[src/rtl/led_pkg.sv]
// Shared defaults for the LED scan timer: counter sizing, digit count,
// blink cadence and the anode drive polarity.
package led_pkg;
    localparam int   DEF_CW           = 17;
    localparam int   DEF_NDIG         = 4;
    localparam int   DEF_DIV_RST      = (2 ** DEF_CW) - 1;
    localparam int   DEF_BLINK_FRAMES = 64;
    // Anodes are driven low to light a digit.
    localparam logic ANODE_ON         = 1'b0;
endpackage

[src/rtl/led_tick_div.sv]
// Programmable refresh divider: free-running counter that wraps at div_act,
// with a pending-divisor register so a new divisor only takes effect at a wrap.
module led_tick_div
    import led_pkg::*;
#(
    parameter int             CW      = DEF_CW,
    parameter logic [CW-1:0]  DIV_RST = {CW{1'b1}}
) (
    input  logic          clk,
    input  logic          srst,
    input  logic          ce,
    input  logic [CW-1:0] div,
    input  logic          div_ld,
    output logic          wrap,
    output logic          tick,
    output logic          ld_pend
);
    logic [CW-1:0] cnt_reg;
    logic [CW-1:0] div_act_reg;
    logic [CW-1:0] div_pend_reg;
    logic          ld_pend_reg;
    logic          tick_reg;

    assign wrap    = ce && (cnt_reg == div_act_reg);
    // The tick flag is held across disabled cycles and only shown while enabled.
    assign tick    = tick_reg & ce;
    assign ld_pend = ld_pend_reg;

    always_ff @(posedge clk) begin
        if (srst) begin
            cnt_reg      <= '0;
            div_act_reg  <= DIV_RST;
            div_pend_reg <= '0;
            ld_pend_reg  <= 1'b0;
            tick_reg     <= 1'b0;
        end else begin
            if (ce) begin
                tick_reg <= wrap;
                cnt_reg  <= wrap ? '0 : cnt_reg + CW'(1);
            end
            // Load strobes are captured regardless of ce so a one-cycle request is never lost.
            if (div_ld && wrap) begin
                div_act_reg <= div;
                ld_pend_reg <= 1'b0;
            end else if (div_ld) begin
                div_pend_reg <= div;
                ld_pend_reg  <= 1'b1;
            end else if (wrap && ld_pend_reg) begin
                div_act_reg <= div_pend_reg;
                ld_pend_reg <= 1'b0;
            end
        end
    end
endmodule

[src/rtl/led_scan_timer.sv]
// Multiplexed LED display scan timer: refresh tick, digit/anode scan, frame
// pulse and optional blink cadence (enabled by defining LED_BLINK_EN).
module led_scan_timer
    import led_pkg::*;
#(
    parameter int            CW           = DEF_CW,
    parameter int            NDIG         = DEF_NDIG,
    parameter logic [CW-1:0] DIV_RST      = {CW{1'b1}},
    parameter int            BLINK_FRAMES = DEF_BLINK_FRAMES
) (
    input  logic                    CLK_100MHz,
    input  logic                    RST,
    input  logic                    i_ce,
    input  logic [CW-1:0]           i_div,
    input  logic                    i_div_ld,
    input  logic                    i_blink_en,
    output logic                    o_ld_pend,
    output logic                    o_tick,
    output logic                    o_clk_led,
    output logic [$clog2(NDIG)-1:0] o_digit_sel,
    output logic [NDIG-1:0]         o_an,
    output logic                    o_frame,
    output logic                    o_blank
);
    localparam int DW = $clog2(NDIG);

    logic            wrap;
    logic [DW-1:0]   digit_reg;
    logic [DW-1:0]   digit_next;
    logic [NDIG-1:0] an_reg;
    logic [NDIG-1:0] an_next;
    logic [NDIG-1:0] an_rst;
    logic            led_reg;
    logic            frame_reg;
    logic            frame_evt;

    led_tick_div #(
        .CW      (CW),
        .DIV_RST (DIV_RST)
    ) u_tick_div (
        .clk     (CLK_100MHz),
        .srst    (RST),
        .ce      (i_ce),
        .div     (i_div),
        .div_ld  (i_div_ld),
        .wrap    (wrap),
        .tick    (o_tick),
        .ld_pend (o_ld_pend)
    );

    always_comb begin
        digit_next = (digit_reg == DW'(NDIG - 1)) ? '0 : digit_reg + DW'(1);
    end

    assign frame_evt = wrap && (digit_next == '0);

    generate
        for (genvar gi = 0; gi < NDIG; gi++) begin : g_an
            assign an_next[gi] = (digit_next == DW'(gi)) ? ANODE_ON : ~ANODE_ON;
            assign an_rst[gi]  = (gi == 0) ? ANODE_ON : ~ANODE_ON;
        end
    endgenerate

    always_ff @(posedge CLK_100MHz) begin
        if (RST) begin
            digit_reg <= '0;
            an_reg    <= an_rst;
            led_reg   <= 1'b0;
            frame_reg <= 1'b0;
        end else if (wrap) begin
            digit_reg <= digit_next;
            an_reg    <= an_next;
            led_reg   <= ~led_reg;
            frame_reg <= frame_evt;
        end else if (i_ce) begin
            frame_reg <= 1'b0;
        end
    end

    assign o_digit_sel = digit_reg;
    assign o_an        = an_reg;
    assign o_clk_led   = led_reg;
    assign o_frame     = frame_reg & i_ce;

`ifdef LED_BLINK_EN
    localparam int FW = $clog2(BLINK_FRAMES + 1);

    logic [FW-1:0] fcnt_reg;
    logic          blank_reg;

    always_ff @(posedge CLK_100MHz) begin
        if (RST || !i_blink_en) begin
            fcnt_reg  <= '0;
            blank_reg <= 1'b0;
        end else if (frame_evt) begin
            if (fcnt_reg == FW'(BLINK_FRAMES - 1)) begin
                fcnt_reg  <= '0;
                blank_reg <= ~blank_reg;
            end else begin
                fcnt_reg <= fcnt_reg + FW'(1);
            end
        end
    end

    assign o_blank = blank_reg;
`else
    logic blink_unused;
    assign blink_unused = i_blink_en;
    assign o_blank      = 1'b0;
`endif
endmodule

[config.mk]
export PLATFORM = sky130hd
export DESIGN_NAME = led_scan_timer
export DESIGN_NICKNAME = d
export VERILOG_FILES = /design/src/rtl/led_pkg.sv /design/src/rtl/led_tick_div.sv /design/src/rtl/led_scan_timer.sv
export SDC_FILE = /design/constraint.sdc
export NUM_CORES = 1
export LEC_CHECK = 0
export CORE_ASPECT_RATIO = 1.2
export CORE_MARGIN = 4
export CORE_UTILIZATION = 61
export DETAILED_ROUTE_END_ITERATION = 8
export HOLD_SLACK_MARGIN = 0.1
export PLACE_DENSITY_LB_ADDON = 0.2
export SKIP_CTS_REPAIR_TIMING = 1
export SLEW_MARGIN = 25
export SYNTH_ARGS = -nofsm -noshare
export SYNTH_HDL_FRONTEND = slang
export SYNTH_HIERARCHICAL = 1
export SYNTH_SLANG_ARGS = --single-unit
export TNS_END_PERCENT = 100
[constraint.sdc]
create_clock -name CLK_100MHz -period 6.4 [get_ports CLK_100MHz]
set_input_delay 0.64 -clock CLK_100MHz [delete_from_list [all_inputs] [get_ports CLK_100MHz]]
set_output_delay 0.64 -clock CLK_100MHz [all_outputs]
set_load 0.01 [all_outputs]
# After elaboration in Yosys (flattened, before gate mapping)

Index checks and enable logic that the tools add are counted.

$add $sub $neg: 2
Equality and inequality tests: 6
Multiplexer cells: 13
Bitwise gates (word level): 4
Reductions and logical operators: 11

Operators by type and width:

| operator                                                               | number |
|---|---|
| 17-bit 2-to-1 mux                                                      | 4 |
| 17-bit by 1-bit adder with 17-bit output (second input constant)       | 1 |
| 17-bit equality test                                                   | 1 |
| 1-bit 2-to-1 mux                                                       | 8 |
| 2-bit equality test (second input constant)                            | 3 |
| 2-bit nonzero test                                                     | 3 |
| 1-bit logical AND                                                      | 4 |
| 2-bit AND reduction                                                    | 2 |
| 2-bit by 1-bit adder with 2-bit output (second input constant)         | 1 |
| 1-bit AND                                                              | 2 |
| 2-bit by 1-bit equality test with 1-bit output (second input constant) | 1 |
| 2-bit logical NOT                                                      | 1 |
| 2-bit 2-to-1 mux                                                       | 1 |
| 2-bit by 1-bit != test with 1-bit output (second input constant)       | 1 |
| 1-bit NOT                                                              | 2 |
| 2-bit OR reduction                                                     | 1 |

Flip-flop bits (word level): 61
Logic and storage cells: 45

# Longest topological paths before layout

Word-level depth: 6
Gate-level depth with buffers: 8
Depth with buffers taken out: 6

# Cells and area by module

Netlist, hierarchy kept.

By module, submodules not included:

| module         | times used | cells each | area an instance (um2) | sequential area each (um2) |
|---|---|---|---|---|
| led_tick_div   | 1          | 340        | 2837.7                 | 1061.0 |
| led_scan_timer | 1          | 39         | 380.4                  | 160.2 |

# Least setup slack after synthesis

Ideal clock, no wire load.

Path type: register to register
Start point: reg u_tick_div.cnt_reg[4]
End point: reg digit_reg[0] (netlist: o_digit_sel[0])
Library setup time: 87 ps
Arrival: 1920 ps
Data required time: 6313 ps
Setup slack: 4393 ps
Cell stages (with the launch flop): 8
Cell sequence: dfxtp_1 xor2_1 nor4_1 nand3_1 nor3_4 buf_6 or4b_1 o31ai_1

Cells in the longest elaborated chain, start to end: 2

Ends and longest elaborated chain:

| element                | RTL line             | text |
|---|---|---|
| start, declared        | led_tick_div.sv:18   | `logic [CW-1:0] cnt_reg;` |
| start signal, assigned | led_tick_div.sv:39   | `cnt_reg <= wrap ? '0 : cnt_reg + CW'(1);` |
| 17-bit equality test   | led_tick_div.sv:24   | `assign wrap = ce && (cnt_reg == div_act_reg);` |
| 1-bit logical AND      | led_tick_div.sv:24   |  |
| named net wrap         | led_scan_timer.sv:27 | `logic wrap;` |
| end signal, assigned   | led_scan_timer.sv:71 | `digit_reg <= digit_next;` |
| end, declared          | led_scan_timer.sv:28 | `logic [DW-1:0] digit_reg;` |

The timed path passes the listed nets, and every way through them passes these cells.
A chain may end at the register's enable or synchronous reset.

# Final worst setup path

Start point: in i_ce
End point: reg u_tick_div.div_act_reg[7]

Cells in the longest elaborated chain, start to end: 4
Elaborated cells on any way between the ends: 7
Classes of those cells: eq/ne: 1; mux: 1; reduce/logical: 5

Ends and longest elaborated chain:

| element                                                                                         | RTL line                               | text |
|---|---|---|
| start, declared                                                                                 | led_scan_timer.sv:13                   | `input logic i_ce,` |
| 1-bit logical AND (*)                                                                           | led_tick_div.sv:24                     |  |
| 1-bit logical AND (on tied branches)                                                            | led_tick_div.sv:42, led_tick_div.sv:48 |  |
| 2-bit by 1-bit != test with 1-bit output (no source line) or 2-bit nonzero test (tied branches) | --                                     |  |
| 2-bit AND reduction (no source line)                                                            | --                                     |  |
| end signal, assigned                                                                            | led_tick_div.sv:43                     | `div_act_reg <= div;` |
| end signal, assigned                                                                            | led_tick_div.sv:49                     | `div_act_reg <= div_pend_reg;` |
| end, declared                                                                                   | led_tick_div.sv:19                     | `logic [CW-1:0] div_act_reg;` |

Every way passes the cells marked *; elsewhere a longest branch is shown, timed or not.

==> results.md <==
* Initial antenna violation count at 0
* Synth Area per Inst at 8.49 um2
* Clock share of power at 0.399
* Max H-tree Level at 3
* Top cell type's share of synthesized area at 0.379
* Synthesized flop and latch total at 61
* Post-synthesis cell count at 379
* Seq pwr share at 0.518
* Die Height at 87.6 um
* Crit share post-route at 0.451
* Layout cells sized above 1 at 0.0810
* FF-to-FF Start: u_tick_div/cnt_reg[3]$_SDFFE_PP0P_
* Most common cell after layout, fill and taps aside: nand2_1
* Most frequent cells in the layout: 63 x nand2_1, 61 x dfxtp_1, 42 x nor2_1, 29 x clkdlybuf4s50_1, 23 x xor2_1
* Status: finished clean
* Routed Antenna Nets at 0
* Worst-path clk slew at 0.06 ns
* Final core occ at 0.725
* Ports at 33
* Critical Path Source: i_ce
* Req. time, crit path at roughly 6.6 ns
* # rows at 28
* Skew final at 0.00495 ns
* Routed wire per std cell at ~15 um
* Post-synthesis cell type count at 40
* GR Overflow Total at 0
* Worst Path Arrival at 3.11 ns
* Worst-case hold slack at around 0.49 ns
* Max VDD drop at 115 uV
* Crit Path Max Fanout at 21
* Crit. End Element: flip-flop
* Syn Std Cell Area at 3220 um2
* Min-delay worst type: flip-flop to flip-flop
* Number of global-route vias before repair at 2,559
* DIE AREA at 6510 um2
* Die W at 74.3 um
* CTS tree: yes
* Placer Congestion at 0.954
* Dominant synthesized flop cell: dfxtp_1
* Switching part of the total at 0.234
* Final Hold Vio Count at 0
* Final setup vio count at 0
* Clock tree buffer depth at 2
* Tot GR Track Use at 0.234
* Placed Area at roughly 3500 um2
* R2R depth at 5
* Max-slew headroom at 0.315
* Kind of critical path: input port to flip-flop
* Synth top area cells: dfxtp_1 38%, nand2_1 7.3%, xor2_1 6.3%
* Internal power at 0.592 mW
* First-pass GRT wire length at 11,800 um
* Post-synth EDFFs at 0
* Worst skew pair latency at 0.34 ns
* Root Driver: clkbuf_8
* Final instance area at roughly 3600 um2
* Vias at between 2,000 and 3,000
* Final HPWL DP at between 4000 and 5000 um
* Combinational Power Share at 0.082
* Final min period at just under 3 ns
* Vias per cell at 6.02
* Worst Tran Pin Value at 1.03 ns
* Type of origin of the critical path: input port
* Hold Crit Depth at 2
* Hold Crit Start: o_an[0]$_SDFFE_PP0P_
* Core ar. at 5010 um2
* I/O Buffers at 30
* Largest net degree at the start of global routing at 101
* CTS Sinks at 61
* Diode count at 0
* Cts bufs inserted at 9
* Area Growth Syn to Fin at 12.8%
* Pwr/cell area at 213 nW/um2
* Post-Syn Nets at approximately 410
* Register area share after synthesis at 0.379
* Final routed DRC violation total at 0
* Drt total wl at 6860 um
* Synth warn at 6
* Post-synth ARST share at 0
* Max Cap Violations at 0
* TritonRoute pass-1 iters at 4
* Slew Limit Fails at 0
* 1st-iter DRT viols at 243
* Fin nets at 418
* Cell taking the most area after synthesis: dfxtp_1
* FMAX at 346 MHz
* Net Switching at between 0.15 and 0.2 mW
* TNS Setup at 0 ns
* RSZ-0062 raised after global routing: false
* Tot Pwr at between 0.7 and 0.8 mW
* Initial core utilization at 0.642
* Leak at 1.30 nW
[layer usage]
| layer | vias up | global-route usage | wire (um) |
|---|---|---|---|
| met2 | 61 | 0.362 | 3270 |
| met4 | 0 | 0.0971 | 77 |
| met1 | 1295 | 0.310 | 3140 |
| met5 | - | 0 | 0 |
| met3 | 7 | 0.0597 | 371 |
| li1 | 1377 | - | - |
[power by group through the flow]
stage,Combinational (mW),Clock [mW],Sequential [mW]
after floorplan,0.0438,0,0.406
after global placement,0.0616,0,0.407
after detailed placement,0.0633,0,0.408
after CTS,0.0636,0.315,0.400
after global routing,0.0718,0.333,0.402
final,0.0636,0.308,0.400
[stage by stage]
step / std cells / setup WS [ns]
final: 455 / 3.51
after global routing: 455 / 3.29
after CTS: 455 / 3.55
after detailed placement: 440 / 3.21
after global placement: 439 / 3.20
after floorplan: 379 / 4.39
[worst max-delay path: stages]
cell,delay [ns]
clkdlybuf4s50_1,0.73
nand2_1,0.14
nor2_2,0.80
nand3b_4,0.35
a221o_1,0.44
[worst paths after layout]
kind / slack, ns / endpoint
hold reg to reg: 0.49 / o_an[0]$_SDFFE_PP0P_
setup / recovery: 3.51 / u_tick_div/div_act_reg[7]$_SDFFE_PP1P_
setup reg to reg: 3.83 / u_tick_div/div_act_reg[7]$_SDFFE_PP1P_
hold / removal: 0.49 / o_an[0]$_SDFFE_PP0P_
[synth_stat cells, drive strengths merged (4+ instances only)]
cell type / instances
nor4: 5
a21oi: 20
or2: 4
buf: 17
a221o: 17
xor2: 23
nand3: 7
nand4b: 18
clkbuf: 16
dfxtp: 61
nor2: 43
nand2: 63
a21o: 4
o311ai: 17
nor3b: 17
nand4: 7
ha: 5
xnor2: 9
[layout make-up]
type | count | area [um2]
clock buffer | 14 | 173
clock inverter | 1 | 5.00
inverter | 3 | 11.3
sequential | 61 | 1220
fill | 394 | 1380
multi-input combinational | 282 | 1820
tap | 60 | 75.1
timing repair buffer | 34 | 329
[cell families (layout without fill, tap and decap cells)]
| kind of cell | after synthesis | after routing | synth area share |
|---|---|---|---|
| compound gates | 63 | 63 | 0.152 |
| xor+xnor | 32 | 32 | 0.0871 |
| fa+ha+maj | 5 | 5 | 0.0194 |
| buf+inv | 36 | 52 | 0.0560 |
| flops | 61 | 61 | 0.379 |
| mux | 1 | 1 | 0.00311 |
| other cells | 1 | 1 | 0.00117 |
| simple gates | 180 | 180 | 0.301 |
Power figures use the tool's default switching activity.
